## src/rtl/floo_axis_noc_bridge_vc_credit.sv

```systemverilog
// Credit-flow-controlled bridge between NumChannels NoC virtual channels and one AXI-Stream link.
// Round-robin data and credit arbiters share a single TX beat register; per-channel RX FIFOs absorb incoming flits.
module floo_axis_noc_bridge_vc_credit #(
    parameter int unsigned NumChannels = 2,
    parameter int unsigned FlitWidth   = 64,
    parameter int unsigned RxFifoDepth = 4,
    localparam int unsigned ChIdW      = ($clog2(NumChannels) > 1) ? $clog2(NumChannels) : 1,
    localparam int unsigned BeatWidth  = FlitWidth + 2 * ChIdW + 2,
    localparam int unsigned CntW       = $clog2(RxFifoDepth + 1)
) (
    input  logic                             clk_i,
    input  logic                             rst_i,
    input  logic [NumChannels-1:0]           ch_in_valid_i,
    output logic [NumChannels-1:0]           ch_in_ready_o,
    input  logic [NumChannels*FlitWidth-1:0] ch_in_data_i,
    output logic [NumChannels-1:0]           ch_out_valid_o,
    input  logic [NumChannels-1:0]           ch_out_ready_i,
    output logic [NumChannels*FlitWidth-1:0] ch_out_data_o,
    output logic                             axis_out_tvalid_o,
    input  logic                             axis_out_tready_i,
    output logic [BeatWidth-1:0]             axis_out_tdata_o,
    input  logic                             axis_in_tvalid_i,
    output logic                             axis_in_tready_o,
    input  logic [BeatWidth-1:0]             axis_in_tdata_i,
    output logic                             overflow_o
);

    localparam int unsigned PtrW = ($clog2(RxFifoDepth) > 1) ? $clog2(RxFifoDepth) : 1;

    typedef struct packed {
        logic [FlitWidth-1:0] data;
        logic [ChIdW-1:0]     cred_ch;
        logic                 cred_vld;
        logic [ChIdW-1:0]     flit_ch;
        logic                 flit_vld;
    } beat_t;

    beat_t                tx_q, tx_d, rx_beat;
    logic                 tx_vld_q, overflow_q;
    logic [CntW-1:0]      credit_q [NumChannels];
    logic [CntW-1:0]      pend_q   [NumChannels];
    logic [ChIdW-1:0]     rr_q, crr_q, data_gnt, cred_gnt, d_idx, c_idx;
    logic                 data_gnt_vld, cred_gnt_vld, load, do_data, do_cred, rx_acc;
    logic                 bad_ch, ovf_set;
    logic [NumChannels-1:0] elig, has_pend, cred_inc, cred_dec, cred_sat;
    logic [NumChannels-1:0] pend_dec, push, drop, pop;

    logic [FlitWidth-1:0] fifo_mem   [NumChannels][RxFifoDepth];
    logic [PtrW-1:0]      rd_ptr_q   [NumChannels];
    logic [PtrW-1:0]      wr_ptr_q   [NumChannels];
    logic [CntW-1:0]      fifo_cnt_q [NumChannels];

    function automatic logic [PtrW-1:0] ptr_inc(input logic [PtrW-1:0] p);
        return (p == PtrW'(RxFifoDepth - 1)) ? '0 : p + PtrW'(1);
    endfunction

    assign rx_beat           = axis_in_tdata_i;
    assign rx_acc            = axis_in_tvalid_i && !rst_i;
    assign axis_in_tready_o  = !rst_i;
    assign axis_out_tvalid_o = tx_vld_q;
    assign axis_out_tdata_o  = tx_q;
    assign overflow_o        = overflow_q;
    assign load              = !rst_i && (!tx_vld_q || axis_out_tready_i);
    assign do_data           = load && data_gnt_vld;
    assign do_cred           = load && cred_gnt_vld;

    // Round-robin picks for the data flit and the piggy-backed credit, then beat assembly
    always_comb begin
        data_gnt_vld  = 1'b0;
        data_gnt      = '0;
        cred_gnt_vld  = 1'b0;
        cred_gnt      = '0;
        d_idx         = '0;
        c_idx         = '0;
        tx_d          = '0;
        ch_in_ready_o = '0;
        for (int unsigned i = 0; i < NumChannels; i++) begin
            elig[i]     = ch_in_valid_i[i] && (credit_q[i] != '0);
            has_pend[i] = (pend_q[i] != '0);
        end
        for (int unsigned k = 0; k < NumChannels; k++) begin
            d_idx = ChIdW'((32'(rr_q) + k) % NumChannels);
            c_idx = ChIdW'((32'(crr_q) + k) % NumChannels);
            if (!data_gnt_vld && elig[d_idx]) begin
                data_gnt_vld = 1'b1;
                data_gnt     = d_idx;
            end
            if (!cred_gnt_vld && has_pend[c_idx]) begin
                cred_gnt_vld = 1'b1;
                cred_gnt     = c_idx;
            end
        end
        if (do_data) begin
            tx_d.flit_vld           = 1'b1;
            tx_d.flit_ch            = data_gnt;
            tx_d.data               = ch_in_data_i[32'(data_gnt)*FlitWidth +: FlitWidth];
            ch_in_ready_o[data_gnt] = 1'b1;
        end
        if (do_cred) begin
            tx_d.cred_vld = 1'b1;
            tx_d.cred_ch  = cred_gnt;
        end
    end

    // Per-channel counter events and error detection
    always_comb begin
        cred_inc = '0;
        cred_dec = '0;
        cred_sat = '0;
        pend_dec = '0;
        push     = '0;
        drop     = '0;
        pop      = '0;
        for (int unsigned i = 0; i < NumChannels; i++) begin
            cred_inc[i] = rx_acc && rx_beat.cred_vld && (rx_beat.cred_ch == ChIdW'(i));
            cred_dec[i] = do_data && (data_gnt == ChIdW'(i));
            cred_sat[i] = cred_inc[i] && !cred_dec[i] && (credit_q[i] == CntW'(RxFifoDepth));
            pend_dec[i] = do_cred && (cred_gnt == ChIdW'(i));
            pop[i]      = (fifo_cnt_q[i] != '0) && ch_out_ready_i[i];
            push[i]     = rx_acc && rx_beat.flit_vld && (rx_beat.flit_ch == ChIdW'(i))
                          && (fifo_cnt_q[i] != CntW'(RxFifoDepth));
            drop[i]     = rx_acc && rx_beat.flit_vld && (rx_beat.flit_ch == ChIdW'(i))
                          && (fifo_cnt_q[i] == CntW'(RxFifoDepth));
        end
        bad_ch  = rx_acc && rx_beat.flit_vld && (32'(rx_beat.flit_ch) >= NumChannels);
        ovf_set = bad_ch || (|drop) || (|cred_sat);
    end

    // TX beat register, arbiter pointers, credit and pending-credit counters
    always_ff @(posedge clk_i) begin
        if (rst_i) begin
            tx_vld_q   <= 1'b0;
            tx_q       <= '0;
            rr_q       <= '0;
            crr_q      <= '0;
            overflow_q <= 1'b0;
            for (int unsigned i = 0; i < NumChannels; i++) begin
                credit_q[i] <= CntW'(RxFifoDepth);
                pend_q[i]   <= '0;
            end
        end else begin
            if (do_data || do_cred) begin
                tx_vld_q <= 1'b1;
                tx_q     <= tx_d;
            end else if (axis_out_tready_i) begin
                tx_vld_q <= 1'b0;
                tx_q     <= '0;
            end
            if (do_data) begin
                rr_q <= (data_gnt == ChIdW'(NumChannels - 1)) ? '0 : data_gnt + ChIdW'(1);
            end
            if (do_cred) begin
                crr_q <= (cred_gnt == ChIdW'(NumChannels - 1)) ? '0 : cred_gnt + ChIdW'(1);
            end
            if (ovf_set) begin
                overflow_q <= 1'b1;
            end
            for (int unsigned i = 0; i < NumChannels; i++) begin
                if (cred_inc[i] && !cred_dec[i] && !cred_sat[i]) begin
                    credit_q[i] <= credit_q[i] + CntW'(1);
                end else if (cred_dec[i] && !cred_inc[i]) begin
                    credit_q[i] <= credit_q[i] - CntW'(1);
                end
                if (pop[i] && !pend_dec[i]) begin
                    pend_q[i] <= pend_q[i] + CntW'(1);
                end else if (pend_dec[i] && !pop[i]) begin
                    pend_q[i] <= pend_q[i] - CntW'(1);
                end
            end
        end
    end

    // RX FIFO pointers and occupancy
    always_ff @(posedge clk_i) begin
        if (rst_i) begin
            for (int unsigned i = 0; i < NumChannels; i++) begin
                rd_ptr_q[i]   <= '0;
                wr_ptr_q[i]   <= '0;
                fifo_cnt_q[i] <= '0;
            end
        end else begin
            for (int unsigned i = 0; i < NumChannels; i++) begin
                if (push[i]) wr_ptr_q[i] <= ptr_inc(wr_ptr_q[i]);
                if (pop[i])  rd_ptr_q[i] <= ptr_inc(rd_ptr_q[i]);
                if (push[i] && !pop[i]) begin
                    fifo_cnt_q[i] <= fifo_cnt_q[i] + CntW'(1);
                end else if (pop[i] && !push[i]) begin
                    fifo_cnt_q[i] <= fifo_cnt_q[i] - CntW'(1);
                end
            end
        end
    end

    // Storage needs no reset: data outputs are masked while the FIFO is empty
    always_ff @(posedge clk_i) begin
        for (int unsigned i = 0; i < NumChannels; i++) begin
            if (push[i]) fifo_mem[i][wr_ptr_q[i]] <= rx_beat.data;
        end
    end

    always_comb begin
        ch_out_valid_o = '0;
        ch_out_data_o  = '0;
        for (int unsigned i = 0; i < NumChannels; i++) begin
            ch_out_valid_o[i] = (fifo_cnt_q[i] != '0);
            if (ch_out_valid_o[i]) begin
                ch_out_data_o[i*FlitWidth +: FlitWidth] = fifo_mem[i][rd_ptr_q[i]];
            end
        end
    end

endmodule

```

## config.mk

```make
export PLATFORM = sky130hd
export DESIGN_NAME = floo_axis_noc_bridge_vc_credit
export DESIGN_NICKNAME = d
export VERILOG_FILES = /design/src/rtl/floo_axis_noc_bridge_vc_credit.sv
export SDC_FILE = /design/constraint.sdc
export NUM_CORES = 1
export LEC_CHECK = 0
export ABC_AREA = 1
export CAP_MARGIN = 20
export CORE_ASPECT_RATIO = 1.25
export CORE_MARGIN = 2
export CORE_UTILIZATION = 54
export CTS_CLUSTER_DIAMETER = 150
export CTS_CLUSTER_SIZE = 20
export DETAILED_ROUTE_END_ITERATION = 10
export PLACE_DENSITY = 0.81
export RECOVER_POWER = 100
export SLEW_MARGIN = 40
export SYNTH_ARGS = -nofsm -noshare
export SYNTH_HDL_FRONTEND = slang
export SYNTH_SLANG_ARGS = --single-unit
```

## constraint.sdc

```tcl
create_clock -name clk_i -period 5.5 [get_ports clk_i]
set_input_delay 1.375 -clock clk_i [delete_from_list [all_inputs] [get_ports clk_i]]
set_output_delay 1.375 -clock clk_i [all_outputs]
set_load 0.02 [all_outputs]
```

== After elaboration in Yosys (flattened, before gate mapping) ==
Memory sizes are Yosys's and may differ from the RTL's.
Cells that the tools add are included.

* $add $sub $neg: 20
* $lt $le $gt $ge: 12
* Equality and inequality tests: 10
* Shift-type cells: 1
* Muxes and demuxes: 121
* Bitwise gates (word level): 24
* Reduce and logical (&&, ||, !) cells: 72

{| class="wikitable"
|+ Operators with widths
! operator !! number
|-
| $mux 256 || 4
|-
| $mux 64 || 9
|-
| $bmux 64 s2 || 2
|-
| $demux 64 s2 || 2
|-
| $reduce_or 256->1 || 1
|-
| $mux 68 || 2
|-
| $shiftx 128x8->64 || 1
|-
| $mux 1 || 78
|-
| $logic_and 1x1->1 || 43
|-
| $mux 3 || 12
|-
| $mux 2 || 11
|-
| $add 3x1->3 const B || 6
|-
| $reduce_bool 3->1 || 6
|-
| $sub 3x1->3 const B || 6
|-
| $logic_not 1->1 || 16
|-
| $or 1x1->1 || 16
|-
| $eq 3x3->1 const B || 4
|-
| $ge 3x3->1 const B || 4
|-
| $not 2->3 || 4
|-
| $lt 1x2->1 const B || 5
|-
| $add 2x1->2 const B || 4
|-
| $eq 2x2->1 const B || 4
|-
| $lt 3x1->1 const B || 2
|-
| $ne 3x3->1 const B || 2
|-
| 7 further kinds || 16
|}

* Bits in registers: 72
* Memory bits (writable): 538
* Input port bits: 204
* Output and inout bits: 203
* Word-level logic and storage cells: 275
* Memories kept: 6

{| class="wikitable"
|+ Memories
! memory !! depth !! width !! read ports !! clocked after memory_dff !! wr ports !! RTL line !! text
|-
| fifo_mem || 2 || 256 || 2 || 0 || 1 || 48 || <nowiki>logic [FlitWidth-1:0] fifo_mem [NumChannels][RxFifoDepth];</nowiki>
|-
| credit_q || 2 || 3 || 2 || 0 || 2 || 40 || <nowiki>logic [CntW-1:0] credit_q [NumChannels];</nowiki>
|-
| fifo_cnt_q || 2 || 3 || 2 || 0 || 2 || 51 || <nowiki>logic [CntW-1:0] fifo_cnt_q [NumChannels];</nowiki>
|-
| pend_q || 2 || 3 || 2 || 0 || 2 || 41 || <nowiki>logic [CntW-1:0] pend_q [NumChannels];</nowiki>
|-
| rd_ptr_q || 2 || 2 || 2 || 0 || 2 || 49 || <nowiki>logic [PtrW-1:0] rd_ptr_q [NumChannels];</nowiki>
|-
| wr_ptr_q || 2 || 2 || 2 || 0 || 2 || 50 || <nowiki>logic [PtrW-1:0] wr_ptr_q [NumChannels];</nowiki>
|}

== Longest topological paths before layout ==
An unclocked memory read counts as a cell.

* Depth after elaboration: 21
* Mapped depth: 12
* Mapped depth without buffers: 12

== Worst setup path after synthesis ==
OpenSTA, ideal clock, no wires.

* Path kind: input -> register
* From: in rst_i
* To: mem fifo_mem[0][0] (netlist bit) (enable)
* Setup time: 487 ps
* Data arrival time: 4635 ps
* Required time: 5013 ps
* Path slack: 379 ps
* Stages on the path: 6
* Path buffers: 1
* Cells stage by stage: buf_2 > inv_1 > nand3_1 > nor2_1 > nand2_1 > nor2_1

* Longest elaborated chain between the ends: 9
* Elaborated cells on any way between the ends: 14
* Classes of those cells: mux: 6; reduce/logical: 8

{| class="wikitable"
|+ Ends and longest elaborated chain
! what !! RTL line !! text
|-
| start: declaration || 12 || <nowiki>input logic rst_i,</nowiki>
|-
| $logic_not 1->1 (*) || 58 || <nowiki>assign rx_acc = axis_in_tvalid_i && !rst_i;</nowiki>
|-
| $logic_and 1x1->1 (*) || 58 ||
|-
| $logic_and 1x1->1 (*) || - ||
|-
| $logic_and 1x1->1 || 120 || <nowiki>push[i] = rx_acc && rx_beat.flit_vld && (rx_beat.flit_ch == ChIdW'(i))</nowiki>
|-
| $logic_and 1x1->1 || 121 || <nowiki>&& (fifo_cnt_q[i] != CntW'(RxFifoDepth));</nowiki>
|-
| $mux 1 || 197 || <nowiki>if (push[i]) fifo_mem[i][wr_ptr_q[i]] <= rx_beat.data;</nowiki>
|-
| $mux 256 (implied by the code) || 197 ||
|-
| $reduce_or 256->1 (no source line) || - ||
|-
| $mux 1 (no source line) or $mux 256 (tied branches) || - ||
|-
| end: declaration || 48 ||
|}

Every way passes the cells marked *; elsewhere a longest branch is shown, timed or not.

== Worst setup path in the final report ==
* From: in axis_out_tready_i
* To: out ch_in_ready_o[1]

* Longest elaborated chain between the ends: 4

{| class="wikitable"
|+ Ends and longest elaborated chain
! what !! RTL line !! text
|-
| start: declaration || 20 || <nowiki>input logic axis_out_tready_i,</nowiki>
|-
| $logic_or 1x1->1 || 63 || <nowiki>assign load = !rst_i && (!tx_vld_q || axis_out_tready_i);</nowiki>
|-
| $logic_and 1x1->1 || 63 ||
|-
| $logic_and 1x1->1 || 64 || <nowiki>assign do_data = load && data_gnt_vld;</nowiki>
|-
| $mux 2 || 93 || <nowiki>if (do_data) begin</nowiki>
|-
| end: declaration || 14 || <nowiki>output logic [NumChannels-1:0] ch_in_ready_o,</nowiki>
|}

No other way between the ends.

==> metrics <==
FF-to-FF End fifo_mem[0][470]; worst r2r src fifo_cnt_q[1][0]; initial core utilization 54.4%; CP Data Required Time 4.12 ns; Max-Slew Margin vs Limit -99.2%; Commonest cells post-synth nor2_1 (542), edfxtp_1 (538), nand2_1 (311); hold depth 2; count leader, synth nor2_1; # nets final roughly 2800; clk_skew 0.0204 ns; Clock Root Buffer clkbuf_16; post-synth top area share 64.7%; maxcap violations 8; Power Density 343 mW/mm2; Sw Ratio 30.2%; Mapped Nets 2500; hold crit path type flip-flop to flip-flop; status complete, but fails checks; r2r setup slk 1.75 ns; worst-margin pin slew between 2 and 3 ns; vias in the first global route 18300; clk sinks 610; placed cell area 0.0296 mm2; Async SR Flop Fraction 0%; peak supply drop about 0.00041 V; syn_area_per_cell 11.0 um2; CTS tree built; share of post-route cells with drive strength above 1 ~3.2%; antenna viol nets, final 0; first-pass GRT wire length 102 mm; Gate power share 24.7%; overflow left after global routing 0; yosys warns 0; I/O pin count 407; Leakage 0.0111 uW; max frequency between 0.2 and 0.25 GHz; drt drc 0; # hold bufs at CTS 0; total track usage between 20% and 30%; Routability Congestion slightly above 0.8; Routed WL 68.3 mm; die width 196 um; port bufs slightly above 400; initial antenna violation count 15; drt pass-1 iters 8; H-tree levels 2; Final Hold Viols 0; DP HPWL 44.2 mm; number of synthesized flops with an enable pin 538; first-iteration detailed-routing DRC count about 1500; clock latency on the worst-skew pair 0.57 ns; hold path endpoint axis_out_tdata_o[5]; Internal 7290 uW; Worst Hold Slack about 0.46 ns; worst r2r path cells 8; Max FO, Critical Path 8; Syn Inst Count around 2300; largest net degree at the start of global routing 131; crit end category output port; Yosys reg bits 610; Non-Filler Cell Area, Final roughly 0.030 mm2; WS Path Type input pin to output port; Area growth syn-to-layout 22.1%; DR WL/cell approximately 21 um; min-delay src axis_out_tdata_o[5]; CTS Buffer Depth 3; sequential power share 49.9%; clock power share about 25%; Vias/cell 5.75; WP data arrival ~3.6 ns; setup TNS 0 ns; fin. max-slew vios 304; Synth Cell Area 0.0250 mm2; CTS Buf Count 36; Clock Pin Slew Worst Setup and Hold Paths 0.09 ns; core area 0.0459 mm2; Rows approximately 90; Synth Flop Type edfxtp_1; crit path from axis_out_tready_i; postcts setup bufs 0; Final Cycle Share 89.8%; post-synthesis sequential area ratio 70.5%; minimum clock period ~4.9 ns; endpoints failing setup 0; DIE HEIGHT 244 um; RSZ-0062 raised after global routing no; total die area 0.0480 mm2; post-synth top area cell edfxtp_1; count of different cell masters after synthesis 32; via count about 19000; sw power ~3200 uW; Resized Gates After CTS 0; top area cells in the synthesized netlist edfxtp_1 (65%), nor2_1 (8.2%), dfxtp_1 (5.8%); failing checks capacitance limit, slew limit; Worst setup SP type input pin
## how the worst max path moves through the flow
stage / to / depth (start not counted)
6_report: ch_in_ready_o[1] / 6
4_1_cts: ch_out_data_o[60] / 5
5_1_grt: ch_out_data_o[70] / 8
2_1_floorplan: fifo_mem[0][0] / 6
3_5_place_dp: ch_in_ready_o[1] / 6
3_3_place_gp: ch_in_ready_o[1] / 6
## power by group through the flow
stage / clock, uW / sequential, uW / combinational [uW]
6_report: 2650 / 5210 / 2580
5_1_grt: 2850 / 5220 / 2780
4_1_cts: 2690 / 5210 / 2700
3_5_place_dp: 0 / 5320 / 2680
3_3_place_gp: 0 / 5310 / 2610
2_1_floorplan: 0 / 5350 / 1410
## final cells by class
cell class              instances  area, um2
flip-flops and latches        610      17600
inverters                      70        270
fillers                      3270      15400
well taps                     585        732
multi-input cells            1455       6510
clock buffers                  47        942
diodes                          7       17.5
repair buffers                444       4360
clock inverters                 3       36.3
## layer usage
metal  GRT usage, %  share of wire, %  wire (um)
met3           7.71                10       7100
met4           12.8               4.8       3260
met1           32.2                36      24400
met5              0              0.12         80
met2           48.5                49      33500
## worst max-delay path, cell delays in order
cell	delay [ns]
clkdlybuf4s50_1	0.53
inv_1	0.08
a21oi_1	0.49
nand3_1	0.26
inv_1	0.16
dlygate4sd3_1	0.68
## placed cells by master (no fill, tap or decap), drive strengths merged, types with 3 or more instances in the layout
cell and instances:
nor2 543, edfxtp 538, nand2 312, o21ai 261
dlygate4sd3 259, a21oi 198, clkdlybuf4s50 146, nand3 90
dfxtp 72, inv 70, clkbuf 68, ha 19
buf 18, xor2 10, diode 7, nand4 4
o211ai 3, or2 3, fa 3, clkinv 3
## per-stage QoR
stage | power, uW | utilization, % | cells | worst slack (ns)
6_report | 10400 | 66.4 | 3221 | 0.560
5_1_grt | 10900 | 66.3 | 3215 | 0.374
4_1_cts | 10600 | 66.6 | 3212 | 0.865
3_5_place_dp | 8000 | 64.5 | 3162 | 0.951
3_3_place_gp | 7920 | 64.5 | 3162 | 0.965
2_1_floorplan | 6760 | - | 2274 | 0.379
## kinds of logic after synthesis
| group | count (synthesis) | synth area share, % |
|---|---|---|
| compound gates | 466 | 9.48 |
| buf+inv | 209 | 3.46 |
| fa+ha+maj | 22 | 1.19 |
| simple gates | 955 | 14.9 |
| flops | 610 | 70.5 |
| xor+xnor | 12 | 0.421 |
## sequential cells by signal, summed over array words and instances (netlist names)
| name | count |
|---|---|
| axis_out_tdata_o | 68 |
| wr_ptr_q | 4 |
| rr_q | 1 |
| crr_q | 1 |
| overflow_o | 1 |
| fifo_mem | 512 |
| credit_q | 6 |
| axis_out_tvalid_o | 1 |
| rd_ptr_q | 4 |
| fifo_cnt_q | 6 |
| pend_q | 6 |
No activity file was read; power rests on OpenSTA's default activity.
